<file path="src/rtl/isram_pkg.sv">
// ----------------------------------------------------------------------------
// isram_pkg
//
// Shared definitions for the instruction-SRAM fetch front end.
//   ILEN              : width of one RV32 instruction
//   WORD_W            : width of one isram read word (two instructions)
//   BANK_LO / BANK_HI : lane index of each bank inside a 64-bit read word
//   DEFAULT_RESET_PC  : fetch PC used after reset unless overridden
//   lane_t            : which lanes of an in-flight read are pushed
//   fetch_entry_t     : one FIFO entry, an instruction tagged with its PC
// ----------------------------------------------------------------------------
package isram_pkg;

    localparam int ILEN   = 32;
    localparam int WORD_W = 64;

    localparam int BANK_LO = 0;
    localparam int BANK_HI = 1;

    localparam logic [31:0] DEFAULT_RESET_PC = 32'h0000_0000;

    // A read always returns a full 64-bit word.  A fetch PC with bit 2 clear
    // uses both instructions of the word; with bit 2 set only the upper one.
    typedef enum logic {
        LANE_BOTH = 1'b0,
        LANE_HI   = 1'b1
    } lane_t;

    typedef struct packed {
        logic [ILEN-1:0] pc;
        logic [ILEN-1:0] instr;
    } fetch_entry_t;

    // Base address of the 64-bit word that contains pc.
    function automatic logic [31:0] word_base(input logic [31:0] pc);
        return pc & 32'hFFFF_FFF8;
    endfunction

    // Fetch PC that follows a read at pc: the start of the next word, so an
    // odd (bit 2 set) PC advances by 4 and an even one by 8.  Wraps at 2^32.
    function automatic logic [31:0] next_fetch_pc(input logic [31:0] pc);
        return word_base(pc) + 32'd8;
    endfunction

endpackage

</file>
<file path="src/rtl/isfetch_fifo.sv">
// ----------------------------------------------------------------------------
// isfetch_fifo
//
// Circular instruction queue for the fetch front end.  Accepts up to two
// entries per cycle (first, then second, in order) and releases one entry
// per cycle from the head.
//
// Ports:
//   clk          : clock, rising edge
//   rst          : synchronous active-high reset
//   flush        : empties the queue this edge; wins over push and pop
//   push_first   : write first_entry at the tail
//   push_second  : write second_entry behind first_entry (needs push_first)
//   first_entry  : entry written by push_first
//   second_entry : entry written by push_second
//   pop          : consume the head entry (ignored when empty)
//   head         : head entry, all zeros when the queue is empty
//   count        : number of valid entries, 0..DEPTH
// ----------------------------------------------------------------------------
module isfetch_fifo
    import isram_pkg::*;
#(
    parameter int DEPTH = 4
) (
    input  logic                         clk,
    input  logic                         rst,
    input  logic                         flush,
    input  logic                         push_first,
    input  logic                         push_second,
    input  fetch_entry_t                 first_entry,
    input  fetch_entry_t                 second_entry,
    input  logic                         pop,
    output fetch_entry_t                 head,
    output logic [$clog2(DEPTH+1)-1:0]   count
);

    localparam int CW = $clog2(DEPTH + 1);
    localparam int PW = $clog2(DEPTH);

    fetch_entry_t   mem [DEPTH];
    logic [PW-1:0]  rd_ptr;
    logic [PW-1:0]  wr_ptr;
    logic           do_pop;
    logic [1:0]     push_num;

    // A flush discards everything, so a pop in the same cycle is meaningless.
    assign do_pop   = pop && (count != '0) && !flush;
    assign push_num = {1'b0, push_first} + {1'b0, push_second};

    // Storage carries no reset: an entry is only ever read after it has been
    // written, and the head is masked to zero whenever the queue is empty.
    always_ff @(posedge clk) begin
        if (push_first && !flush) begin
            mem[wr_ptr] <= first_entry;
        end
        if (push_second && !flush) begin
            mem[wr_ptr + PW'(1)] <= second_entry;
        end
    end

    // Pointers wrap naturally because DEPTH is a power of two; the count is
    // the only thing that distinguishes a full queue from an empty one.
    always_ff @(posedge clk) begin
        if (rst || flush) begin
            rd_ptr <= '0;
            wr_ptr <= '0;
            count  <= '0;
        end else begin
            wr_ptr <= wr_ptr + PW'(push_num);
            if (do_pop) begin
                rd_ptr <= rd_ptr + PW'(1);
            end
            count <= count + CW'(push_num) - CW'(do_pop);
        end
    end

    assign head = (count != '0) ? mem[rd_ptr] : '0;

endmodule

</file>
<file path="src/rtl/isram_fetch.sv">
// ----------------------------------------------------------------------------
// isram_fetch
//
// Instruction-fetch front end for the two-bank 64-bit instruction SRAM.
// Each read returns one 64-bit word that is split into one or two RV32
// instructions, queued in isfetch_fifo and handed to decode over valid/ready.
// A redirect flushes the queue, drops any read in flight and restarts fetch.
//
// Build option:
//   ISFETCH_BANK_GATE_EN : when defined, only the banks actually needed by a
//                          read are selected (bank0 is skipped for a fetch
//                          PC with bit 2 set).  When undefined both banks are
//                          selected on every read.  The queued instructions
//                          are the same either way.
//
// Ports:
//   clk            : clock, rising edge
//   rst            : synchronous active-high reset, highest priority
//   redirect_valid : restart fetch at redirect_pc
//   redirect_pc    : new fetch PC, bits [1:0] ignored
//   instr_valid    : queue head holds an instruction
//   instr_ready    : decode accepts the head
//   instr_data     : instruction at the head
//   instr_pc       : PC of instr_data
//   isram_csn0     : bank0 (low word) select, active low
//   isram_csn1     : bank1 (high word) select, active low
//   isram_wen      : write enable, active low, tied inactive
//   isram_addr     : 64-bit word index of the read
//   isram_dout     : read data, valid the cycle after the select
// ----------------------------------------------------------------------------
module isram_fetch
    import isram_pkg::*;
#(
    parameter int          AW       = 16,
    parameter int          DEPTH    = 4,
    parameter logic [31:0] RESET_PC = DEFAULT_RESET_PC
) (
    input  logic              clk,
    input  logic              rst,
    input  logic              redirect_valid,
    input  logic [31:0]       redirect_pc,
    output logic              instr_valid,
    input  logic              instr_ready,
    output logic [ILEN-1:0]   instr_data,
    output logic [31:0]       instr_pc,
    output logic              isram_csn0,
    output logic              isram_csn1,
    output logic              isram_wen,
    output logic [AW-1:0]     isram_addr,
    input  logic [WORD_W-1:0] isram_dout
);

    localparam int CW = $clog2(DEPTH + 1);

    // A read may bring back two instructions, so it is only started when the
    // queue is guaranteed to have room for both.
    localparam int ISSUE_MIN_FREE = 2;

    logic [31:0]   pc;
    logic          inflight;
    lane_t         infl_lane;
    logic [31:0]   infl_pc;

    logic [CW-1:0] count;
    fetch_entry_t  head;
    fetch_entry_t  first_entry;
    fetch_entry_t  second_entry;
    logic          push_first;
    logic          push_second;
    logic          pop;
    logic          issue;
    logic [1:0]    infl_words;
    logic [31:0]   used_slots;

    // Slots already spoken for: entries in the queue plus the words of the
    // read in flight, which land this cycle.  Pops in the current cycle are
    // not credited, which keeps the check simple and still allows one
    // instruction per cycle to stream through a four-entry queue.
    always_comb begin
        infl_words = 2'd0;
        if (inflight) begin
            infl_words = (infl_lane == LANE_BOTH) ? 2'd2 : 2'd1;
        end
    end

    assign used_slots = 32'(count) + 32'(infl_words);
    assign issue      = !rst && !redirect_valid
                        && (used_slots + 32'(ISSUE_MIN_FREE) <= 32'(DEPTH));

    // The address is parked at zero when idle so the bus is quiet.
    assign isram_addr = issue ? pc[AW+2:3] : '0;
    assign isram_wen  = 1'b1;

`ifdef ISFETCH_BANK_GATE_EN
    // Bank0 holds the low instruction, which an odd fetch PC never uses.
    assign isram_csn0 = issue ? pc[2] : 1'b1;
    assign isram_csn1 = !issue;
`else
    assign isram_csn0 = !issue;
    assign isram_csn1 = !issue;
`endif

    // Turn the returning word into queue entries.  The low instruction always
    // goes first so the queue stays in program order; a high-only read puts
    // its single instruction in the first slot.
    always_comb begin
        push_first  = inflight && !redirect_valid && !rst;
        push_second = push_first && (infl_lane == LANE_BOTH);
        second_entry = '{pc:    infl_pc + 32'd4,
                         instr: isram_dout[BANK_HI*ILEN +: ILEN]};
        if (infl_lane == LANE_BOTH) begin
            first_entry = '{pc:    infl_pc,
                            instr: isram_dout[BANK_LO*ILEN +: ILEN]};
        end else begin
            first_entry = second_entry;
        end
    end

    assign pop = instr_valid && instr_ready;

    // Fetch state.  Reset beats redirect, and redirect beats a new read; a
    // redirect also forgets the read in flight so its data is never pushed.
    always_ff @(posedge clk) begin
        if (rst) begin
            pc        <= RESET_PC & 32'hFFFF_FFFC;
            inflight  <= 1'b0;
            infl_lane <= LANE_BOTH;
            infl_pc   <= '0;
        end else if (redirect_valid) begin
            pc       <= redirect_pc & 32'hFFFF_FFFC;
            inflight <= 1'b0;
        end else if (issue) begin
            pc        <= next_fetch_pc(pc);
            inflight  <= 1'b1;
            infl_lane <= pc[2] ? LANE_HI : LANE_BOTH;
            infl_pc   <= word_base(pc);
        end else begin
            inflight <= 1'b0;
        end
    end

    isfetch_fifo #(
        .DEPTH (DEPTH)
    ) u_fifo (
        .clk          (clk),
        .rst          (rst),
        .flush        (redirect_valid),
        .push_first   (push_first),
        .push_second  (push_second),
        .first_entry  (first_entry),
        .second_entry (second_entry),
        .pop          (pop),
        .head         (head),
        .count        (count)
    );

    assign instr_valid = (count != '0);
    assign instr_data  = head.instr;
    assign instr_pc    = head.pc;

endmodule
</file>
<file path="config.mk">
export PLATFORM = sky130hd
export DESIGN_NAME = isram_fetch
export DESIGN_NICKNAME = d
export VERILOG_FILES = /design/src/rtl/isram_pkg.sv /design/src/rtl/isfetch_fifo.sv /design/src/rtl/isram_fetch.sv
export SDC_FILE = /design/constraint.sdc
export NUM_CORES = 1
export LEC_CHECK = 0
export ABC_AREA = 1
export CAP_MARGIN = 0
export CORE_ASPECT_RATIO = 0.5
export CORE_MARGIN = 2
export CORE_UTILIZATION = 40
export CTS_BUF_LIST = sky130_fd_sc_hd__clkbuf_16
export DETAILED_ROUTE_END_ITERATION = 10
export HOLD_SLACK_MARGIN = 0.12
export MAX_ROUTING_LAYER = met4
export PLACE_DENSITY = 0.68
export SETUP_SLACK_MARGIN = 0.05
export SLEW_MARGIN = 40
export SYNTH_ARGS = -nofsm -noshare
export SYNTH_HDL_FRONTEND = slang
export SYNTH_SLANG_ARGS = --single-unit
</file>
<file path="constraint.sdc">
create_clock -name clk -period 2.8 [get_ports clk]
set_clock_uncertainty 0.05 [all_clocks]
set_input_delay 0.28 -clock clk [delete_from_list [all_inputs] [get_ports clk]]
set_output_delay 0.28 -clock clk [all_outputs]
set_load 0.01 [all_outputs]
</file>
==> out/results.txt, run 1 <==
Final Cycle Share -> 1.10
leakage power -> 8.51 nW
Post-Syn Instances -> 1,925
GPL Wtd Cong -> 0.864
Hold Path Cell Cnt -> 3
worst setup margin -> -0.286 ns
critical path class -> reg -> out
fmax -> 324 MHz
clock buffer depth -> 3
VDD IR-drop max -> 0.337 mV
met3 Use GR -> 0.0284
total grt overflow -> 0
FP Rows -> 51
residual DRC count -> 0
PwrDens -> 513 nW/µm²
TritonCTS buffer count -> 30
Die Area -> 41,100 µm²
area of the core -> 38,900 µm²
Slowest cell on crit path -> fa_1
Reg-to-Reg Start -> infl_lane
Max Cap Viol -> 0
Ys Warns -> 0
EDFF count, synth -> 244
TritonRoute pass-1 iters -> 5
Crit. End Element -> primary output
Clk pwr share -> 0.396
Placed Area -> 18,500 µm²
clock transition at the registers of the reported paths -> 0.07 ns
CP top delay family -> adder cells
total power -> 0.0105 W
vias in the first global route -> 13,116
Nets -> 2,240
DIE HEIGHT -> 144 µm
Die Wd -> 285 µm
Port Buffers -> 178
hold_sp -> redirect_pc[7]
Sinks on Clock Net -> 318
final hold vios -> 0
Net Sw Frac -> 0.242
Worst Setup Start Kind -> flip-flop
Pint -> 0.00797 W
Seq pwr share -> 0.493
Final Core Density -> 0.527
CTS tree -> yes
Setup TNS -> -4.88 ns
Worst EP arrival -> 2.76 ns
CP dominant cell by count -> inv_2
share of power burned in combinational logic -> 0.111
crit-path cells -> inv_2 > nand2_2 > ha_4 > inv_2 > ha_4 > inv_2 > fa_1 > o21bai_4 > nand2_4 > buf_12 > buf_12 > nor2_4 > buf_6
H-Tree Depth -> 1
delay of the slowest cell on the worst path -> 0.52 ns
largest net degree at the start of global routing -> 63
Post-Syn Area per Cell -> 8.20 µm²
R2R depth -> 19
met2 usage in global routing -> 0.395
async set or reset register ratio after synthesis -> 0
RSZ-0062 raised after global routing -> true
worst setup path startpoint -> infl_lane
WP buf/inv -> 6
I/O pins -> 184
root buf cell -> clkbuf_16
hold_ws -> 0.245 ns
Slew @ Worst Pin -> 0.649 ns
global-route wire length before repair -> 71.6 mm
post-synth top area share -> 0.464
antenna viol nets, final -> 0
cell area after layout -> 20,500 µm²
failing checks -> setup timing
endpoints failing setup -> 38
WL final -> 47.6 mm
Initial Util -> 0.406
Rel. slew slack -> 0.566
met1 Use GR -> 0.285
critical path depth -> 13
post-DP HPWL -> 28.8 mm
worst-path fanout max -> 7
Iter 0 DRT Violations -> 1,250
most area-consuming cells after synthesis -> edfxtp_1 (46%), nor2_1 (11%), dfxtp_1 (9.4%), nand2_1 (9.0%), o21ai_0 (8.4%)
routed vias/inst -> 5.21
Pins Over Slew Limit -> 0
outcome -> complete, but fails checks
area leader, netlist -> edfxtp_1
antenna cells -> 0
Req. time, crit path -> 2.47 ns
wire per inst -> 17.7 µm
Via Count -> 13,973
Top FF cell, synth -> edfxtp_1
Total GRT Usage -> 0.229
Synth cell types -> 34
synthesized flop and latch total -> 318
sequential element share of the synthesized area -> 0.558
Worst Hold Class -> in -> reg
area grow syn2layout -> 29.7%
minimum clock period -> 3.09 ns
initial antenna violation count -> 0
gr busiest metal -> met2
layout cells sized above 1 -> 0.127
Net Switching -> 0.00254 W
Clk Latency, worst-skew pair -> 0.57 ns
Cell Area, Synth -> 15,800 µm²
-- cells in the final DEF, fill, tap and decap left out, types with 47 or more instances in the layout --
cell type | Yosys | routed
nor2_1 | 462 | 438
clkdlybuf4s50_1 | 0 | 112
buf_4 | 8 | 77
dlymetal6s2s_1 | 0 | 47
edfxtp_1 | 244 | 244
nand3_1 | 56 | 53
a21oi_1 | 81 | 70
dfxtp_1 | 74 | 70
inv_1 | 160 | 161
nand2_1 | 378 | 368
o21ai_0 | 264 | 258
-- layer usage --
| layer | up-vias | part of all wire |
|---|---|---|
| met5 | - | 0 |
| met4 | 0 | 0.028 |
| met3 | 104 | 0.070 |
| met2 | 570 | 0.49 |
| met1 | 6593 | 0.41 |
| li1 | 6706 | - |
-- final timing paths --
path	to	slack, ns
max	isram_addr[11]	-0.29
min	pc[7]	0.24
max reg2reg	pc[29]	-0.10
min reg2reg	u_fifo.mem[2][34]	0.41
-- stage by stage --
step | setup slack [ns] | instances
after global routing | -0.401 | 2682
after CTS | -0.358 | 2665
after detailed placement | -0.172 | 2602
final | -0.286 | 2682
after global placement | -0.115 | 2602
after floorplan | 0.0518 | 1926
-- Yosys cell counts, types with 9 or more instances --
library cell  count
a21oi_1          81
nand2_1         378
o21a_1           13
clkbuf_1         66
dfxtp_1          74
nand3_1          56
nor2_1          462
buf_1            10
edfxtp_1        244
o21ai_0         264
inv_2             9
a211oi_1         13
inv_1           160
buf_2            31
nor2_2           11
-- flip-flops by register name (all words and copies together), names as in the netlist, named ones only --
name and cells:
u_fifo.mem 248, pc 30, infl_pc 29, u_fifo.count 3
u_fifo.rd_ptr 2, u_fifo.wr_ptr 2, infl_lane 1, inflight 1
-- power groups by stage --
stage	Sequential (W)	Clock [W]	Combinational, W
floorplan	0.00527	0	0.000500
global placement	0.00528	0	0.000997
detailed placement	0.00528	0	0.00101
CTS	0.00518	0.00418	0.00108
global route	0.00519	0.00438	0.00126
finish	0.00518	0.00416	0.00116
-- worst reg2reg max path: cells and delay by family (launching register included) --
| kind | cells | cell delay (ns) |
|---|---|---|
| adders and majority gates | 3 | 0.84 |
| buffers and inverters | 9 | 0.94 |
| AOI/OAI and AO/OA | 1 | 0.14 |
| DFF | 1 | 0.36 |
| and+or+nand+nor | 6 | 0.51 |
-- cell type report --
type	count	area (µm²)
Clock buffer	31	776
Clock inverter	23	209
Fill cell	3489	18400
Inverter	169	654
Multi-Input combinational cell	1323	6160
Sequential cell	318	8820
Tap cell	530	663
Timing Repair Buffer	288	3180
-- logic make-up (layout without fill, tap and decap cells) --
kind of cell,count (synthesis),count (layout),share of synthesized area
AO/OA/AOI/OAI,386,386,0.128
XOR/XNOR,6,6,0.00333
adder cells (fa/ha/maj),10,10,0.00888
buffers and inverters,285,511,0.0726
flip-flops,318,318,0.558
other,2,3,0.000476
AND/OR/NAND/NOR,918,918,0.228
-- repair_timing --
item	4_1_cts	5_1_grt
resized for setup	153	106
setup endpoints to repair	83	121
cloned	2	6
setup buffers	8	11
pin swaps	6	17
hold buffers	0	0
No activity file was read; power rests on OpenSTA's default activity.
==> run 2, diff against run 1 <==
CORE_MARGIN = default   (was 2)
==> out/results.txt, run 2 (same netlist as run 1, synthesis figures left out) <==
GPL Wtd Cong -> 0.857 (-0.86%)
DIE HEIGHT -> 142 µm (-1.4%)
initial antenna violation count -> 1 (+1)
Rel. slew slack -> 0.488 (-0.0780)
failing checks -> setup timing
worst-path fanout max -> 8 (+1)
max reg flops -> 248 (unchanged)
FP Rows -> 50 (-2.0%)
Placed Area -> 18,500 µm² (-0.27%)
Initial Util -> 0.414 (+0.00812)
Max Cap Viol -> 0 (unchanged)
Nets -> 2,230 (-0.45%)
Pins Over Slew Limit -> 0 (unchanged)
clock buffer depth -> 3 (unchanged)
Total GRT Usage -> 0.233 (+0.00342)
Req. time, crit path -> 2.47 ns (about the same)
worst setup margin -> -0.189 ns (+0.0968 ns)
RSZ-0062 raised after global routing -> true
Port Buffers -> 178 (unchanged)
Via Count -> 13,607 (-2.6%)
TritonRoute pass-1 iters -> 5 (unchanged)
H-Tree Depth -> 1 (unchanged)
antenna viol nets, final -> 0 (unchanged)
hold_buf cts -> 0 (unchanged)
Sinks on Clock Net -> 318 (unchanged)
clock transition at the registers of the reported paths -> 0.07 ns (about the same)
Worst EP arrival -> 2.66 ns (-0.10 ns)
Crit. End Element -> primary output
cell area after layout -> 20,100 µm² (-1.7%)
critical path class -> reg -> out
FF+latch area -> 8820 µm² (about the same)
routed vias/inst -> 5.11 (-2.0%)
Worst Hold Class -> in -> reg
Worst Setup Start Kind -> flip-flop
area grow syn2layout -> 27.5%
Die Wd -> 283 µm (-0.70%)
Final Cycle Share -> 1.07 (-0.0346)
total power -> 0.0103 W (-1.7%)
endpoints failing setup -> 18 (-53%)
leakage power -> 8.39 nW (-1.3%)
multi-input gate area in the final layout -> 6020 µm² (-2.3%)
total grt overflow -> 0 (unchanged)
area of the core -> 38,100 µm² (-2.0%)
residual DRC count -> 0 (unchanged)
root buf cell -> clkbuf_16
Die Area -> 40,300 µm² (-2.1%)
vias in the first global route -> 12,760 (-2.7%)
I/O pins -> 184 (unchanged)
layout cells sized above 1 -> 0.114 (-0.0126)
most common cell after layout, fill and taps aside -> nor2_1
outcome -> complete, but fails checks
TritonCTS buffer count -> 30 (unchanged)
minimum clock period -> 2.99 ns (-0.0968 ns)
largest register by flop count -> u_fifo.mem
most frequent cells in the layout -> nor2_1 (445), nand2_1 (369), o21ai_0 (260), edfxtp_1 (244), inv_1 (159)
Clk Latency, worst-skew pair -> 0.57 ns (about the same)
WL final -> 46.7 mm (-1.8%)
largest net degree at the start of global routing -> 55 (-13%)
final hold vios -> 0 (unchanged)
VDD IR-drop max -> 0.459 mV (+36%)
global-route wire length before repair -> 70.2 mm (-1.9%)
wire per inst -> 17.5 µm (-1.2%)
post-DP HPWL -> 28.4 mm (-1.5%)
FILL cells -> 3,387 (-2.9%)
Iter 0 DRT Violations -> 1,376 (+10%)
fmax -> 335 MHz (+3.2%)
CTS tree -> yes
PwrDens -> 514 nW/µm² (about the same)
Slew @ Worst Pin -> 0.766 ns (+0.117 ns)
biggest regs -> u_fifo.mem (248), pc (30), infl_pc (29)
==> run 2: cell count changes in the layout (fill, tap and decap cells not counted), moves of 6 or more <==
cell	delta
nor2_4	-13
nor2_2	+6
nor2_1	+7
buf_2	+7
buf_4	-13
==> run 2: final timing paths <==
check                                        from                 to  slack [ns]  cells past startpoint
worst min register to register  u_fifo.mem[1][34]  u_fifo.mem[1][34]        0.41                      2
worst max register to register          infl_lane             pc[12]        0.08                     17
worst min-delay path               redirect_pc[2]              pc[2]        0.25                      3
worst max-delay path                    infl_lane      isram_addr[8]       -0.19                     13
==> run 2: final cells by class <==
class	count	share of cell area
Antenna cell	1	0.000124
Clock buffer	31	0.0386
Clock inverter	25	0.00952
Inverter	169	0.0323
Multi-Input combinational cell	1323	0.299
Sequential cell	318	0.438
Tap cell	520	0.0324
Timing Repair Buffer	278	0.149
==> run 2: worst max-delay path, cell delays in order (launching register included) <==
cell and delay (ns):
dfxtp_2 0.34, inv_2 0.07, nand2_4 0.06, ha_4 0.26, inv_2 0.04, ha_4 0.15
inv_2 0.05, fa_1 0.40, o21bai_4 0.19, nand2_4 0.13, buf_8 0.16, buf_6 0.11
nor2_4 0.03, buf_6 0.11
==> run 2: what timing repair did <==
item                                    CTS  global route
gates resized for setup                 138            89
gates cloned                              1             3
buffers inserted                         11             6
endpoints found under the setup margin   80            91
pin swaps                                 2             9
==> run 2: report_power, final <==
group          leakage [nW]  internal, W  total (W)  switching, W
clock                 0.494      0.00227    0.00406       0.00178
combinational          4.86     0.000451    0.00109      0.000641
sequential             3.04      0.00512    0.00518     0.0000615
==> run 2: layer usage <==
| metal | vias up | routed length [µm] | track usage |
|---|---|---|---|
| li1 | 6674 | - | - |
| met1 | 6356 | 19700 | 0.290 |
| met2 | 492 | 23100 | 0.397 |
| met3 | 85 | 2840 | 0.0294 |
| met4 | 0 | 1100 | 0.0688 |
| met5 | - | 0 | - |
==> run 2: metrics by stage <==
step | utilization | std cells | TNS [ns] | setup WS [ns] | hold WS [ns]
2_1_floorplan | - | 1926 | 0 | 0.0518 | 0.379
3_3_place_gp | 0.485 | 2587 | -1.34 | -0.105 | 0.396
3_5_place_dp | 0.485 | 2587 | -1.95 | -0.178 | 0.402
4_1_cts | 0.517 | 2655 | -2.94 | -0.217 | 0.218
5_1_grt | 0.528 | 2665 | -3.74 | -0.260 | 0.248
6_report | 0.528 | 2665 | -2.32 | -0.189 | 0.249
==> run 3, diff against run 2 <==
PLACE_DENSITY = 0.65   (was 0.68)
clock period = 3.6 ns   (was 2.8 ns; I/O delays follow)
==> out/results.txt, run 3 (same netlist as run 1, synthesis figures left out) <==
outcome -> finished clean
area of the core -> 38,100 µm² (unchanged)
Worst EP arrival -> 2.97 ns (+0.31 ns)
wire per inst -> 17.3 µm (-1.1%)
FILL cells -> 3,600 (+6.3%)
post-DP HPWL -> 27.6 mm (-2.9%)
Nets -> 2,185 (-2.0%)
I/O pins -> 184 (unchanged)
Req. time, crit path -> 3.19 ns (+0.72 ns)
critical path class -> reg -> out
global-route wire length before repair -> 69.6 mm (-0.88%)
largest net degree at the start of global routing -> 87 (+58%)
Rel. slew slack -> 0.487 (-0.00161)
Clk Latency, worst-skew pair -> 0.58 ns (about the same)
antenna viol nets, final -> 0 (unchanged)
total grt overflow -> 0 (unchanged)
CTS tree -> yes
WL final -> 45.4 mm (-2.8%)
FF+latch area -> 8810 µm² (about the same)
Worst Hold Class -> in -> reg
clock buffer depth -> 3 (unchanged)
Slew @ Worst Pin -> 0.769 ns (+0.00240 ns)
fmax -> 296 MHz
vias in the first global route -> 12,543 (-1.7%)
DIE HEIGHT -> 142 µm (unchanged)
Iter 0 DRT Violations -> 1,286 (-6.5%)
biggest regs -> u_fifo.mem (248), pc (30), infl_pc (29)
TritonRoute pass-1 iters -> 5 (unchanged)
layout cells sized above 1 -> 0.0705 (-0.0438)
hold_ws -> 0.319 ns (+0.0696 ns)
endpoints failing setup -> 0 (-18)
Placed Area -> 18,200 µm² (-1.6%)
hold_buf cts -> 0 (unchanged)
R2R Path End -> pc[26]
TritonCTS buffer count -> 31 (+3.3%)
Initial Util -> 0.414 (unchanged)
most frequent cells in the layout -> nor2_1 (452), nand2_1 (375), o21ai_0 (264), edfxtp_1 (244), inv_1 (171)
Setup TNS -> 0 ns (+2.32 ns)
largest register by flop count -> u_fifo.mem
Critical Path End -> isram_addr[8]
residual DRC count -> 0 (unchanged)
internal reg-to-reg setup slack -> 0.54 ns (+0.46 ns)
Die Wd -> 283 µm (unchanged)
total power -> 0.00784 W (-24%)
area grow syn2layout -> 21.1%
Sinks on Clock Net -> 318 (unchanged)
Reg-to-Reg Start -> infl_lane
minimum clock period -> 3.38 ns
R2R depth -> 17 (unchanged)
PwrDens -> 410 nW/µm² (-20%)
most common cell after layout, fill and taps aside -> nor2_1
Pins Over Slew Limit -> 0 (unchanged)
GPL Wtd Cong -> 0.872 (+1.8%)
final hold vios -> 0 (unchanged)
Die Area -> 40,300 µm² (unchanged)
VDD IR-drop max -> 0.266 mV (-42%)
clock transition at the registers of the reported paths -> 0.06 ns (about the same)
Via Count -> 13,384 (-1.6%)
Final Cycle Share -> 0.939
multi-input gate area in the final layout -> 5860 µm² (-2.6%)
root buf cell -> clkbuf_16
H-Tree Depth -> 1 (unchanged)
antenna cells -> 0 (-1)
cell area after layout -> 19,100 µm² (-5.0%)
worst-path fanout max -> 7 (-1)
leakage power -> 7.24 nW (-14%)
worst setup path startpoint -> infl_lane
max reg flops -> 248 (unchanged)
RSZ-0062 raised after global routing -> false
initial antenna violation count -> 0 (-1)
Total GRT Usage -> 0.231 (-0.00204)
Max Cap Viol -> 0 (unchanged)
Worst Setup Start Kind -> flip-flop
routed vias/inst -> 5.11 (about the same)
Crit. End Element -> primary output
Port Buffers -> 178 (unchanged)
FP Rows -> 50 (unchanged)
[run 3: cell count changes in the layout (fill, tap and decap cells not counted), sizes merged, moves of 3 or more]
cell and delta:
buf -61, clkbuf +4, clkdlybuf4s50 +47, clkinvlp -3, dlygate4sd2 +8, dlymetal6s2s -44, inv +9
[run 3: per-stage QoR]
step	setup slack, ns	instances	util
finish	0.218	2620	0.502
global placement	0.442	2560	0.477
CTS	0.0524	2620	0.502
global route	0.0501	2620	0.502
floorplan	0.772	1926	-
detailed placement	0.438	2560	0.477
[run 3: worst min-delay path by stage]
stage                            startpoint           endpoint  depth (start not counted)
after floorplan           u_fifo.mem[0][34]  u_fifo.mem[0][34]                          2
after global placement    u_fifo.mem[3][34]  u_fifo.mem[3][34]                          2
after detailed placement  u_fifo.mem[2][34]  u_fifo.mem[2][34]                          2
after CTS                    redirect_pc[4]              pc[4]                          3
after global routing         redirect_pc[4]              pc[4]                          3
final                        redirect_pc[4]              pc[4]                          3
[run 3: final cells by class]
class / count / share of cell area
inverter: 169 / 0.0332
timing repair buffer: 232 / 0.117
tap: 520 / 0.0340
sequential: 318 / 0.461
clock inverter: 27 / 0.00753
clock buffer: 31 / 0.0406
multi-input combinational: 1323 / 0.307
[run 3: worst max-delay path, cell delays in order (launching register included)]
cell           delay, ns
dfxtp_2             0.33
inv_1               0.06
nand2_1             0.08
ha_1                0.28
inv_1               0.06
ha_1                0.14
inv_1               0.05
fa_1                0.47
o21bai_1            0.12
nand2_2             0.15
buf_4               0.20
nor2_1              0.16
dlygate4sd2_1       0.30
[run 3: repair_timing]
| action | 4_1_cts | 5_1_grt |
|---|---|---|
| pin swaps | 1 | 1 |
| gates resized for setup | 19 | 24 |
| setup buffers | 2 | 0 |
| setup endpoints to repair | 18 | 12 |
[run 3: metal layers]
| metal | track usage | part of all wire |
|---|---|---|
| met5 | - | 0 |
| met4 | 0.0566 | 0.022 |
| met3 | 0.0289 | 0.064 |
| met2 | 0.379 | 0.48 |
| met1 | 0.303 | 0.43 |
[run 3: report_power, final]
group	switching, W	total, W	leakage [nW]	internal, W
registers	0.0000443	0.00403	3.04	0.00398
clock network	0.00142	0.00305	0.505	0.00163
logic	0.000466	0.000759	3.70	0.000293
total	0.00193	0.00784	7.24	0.00591
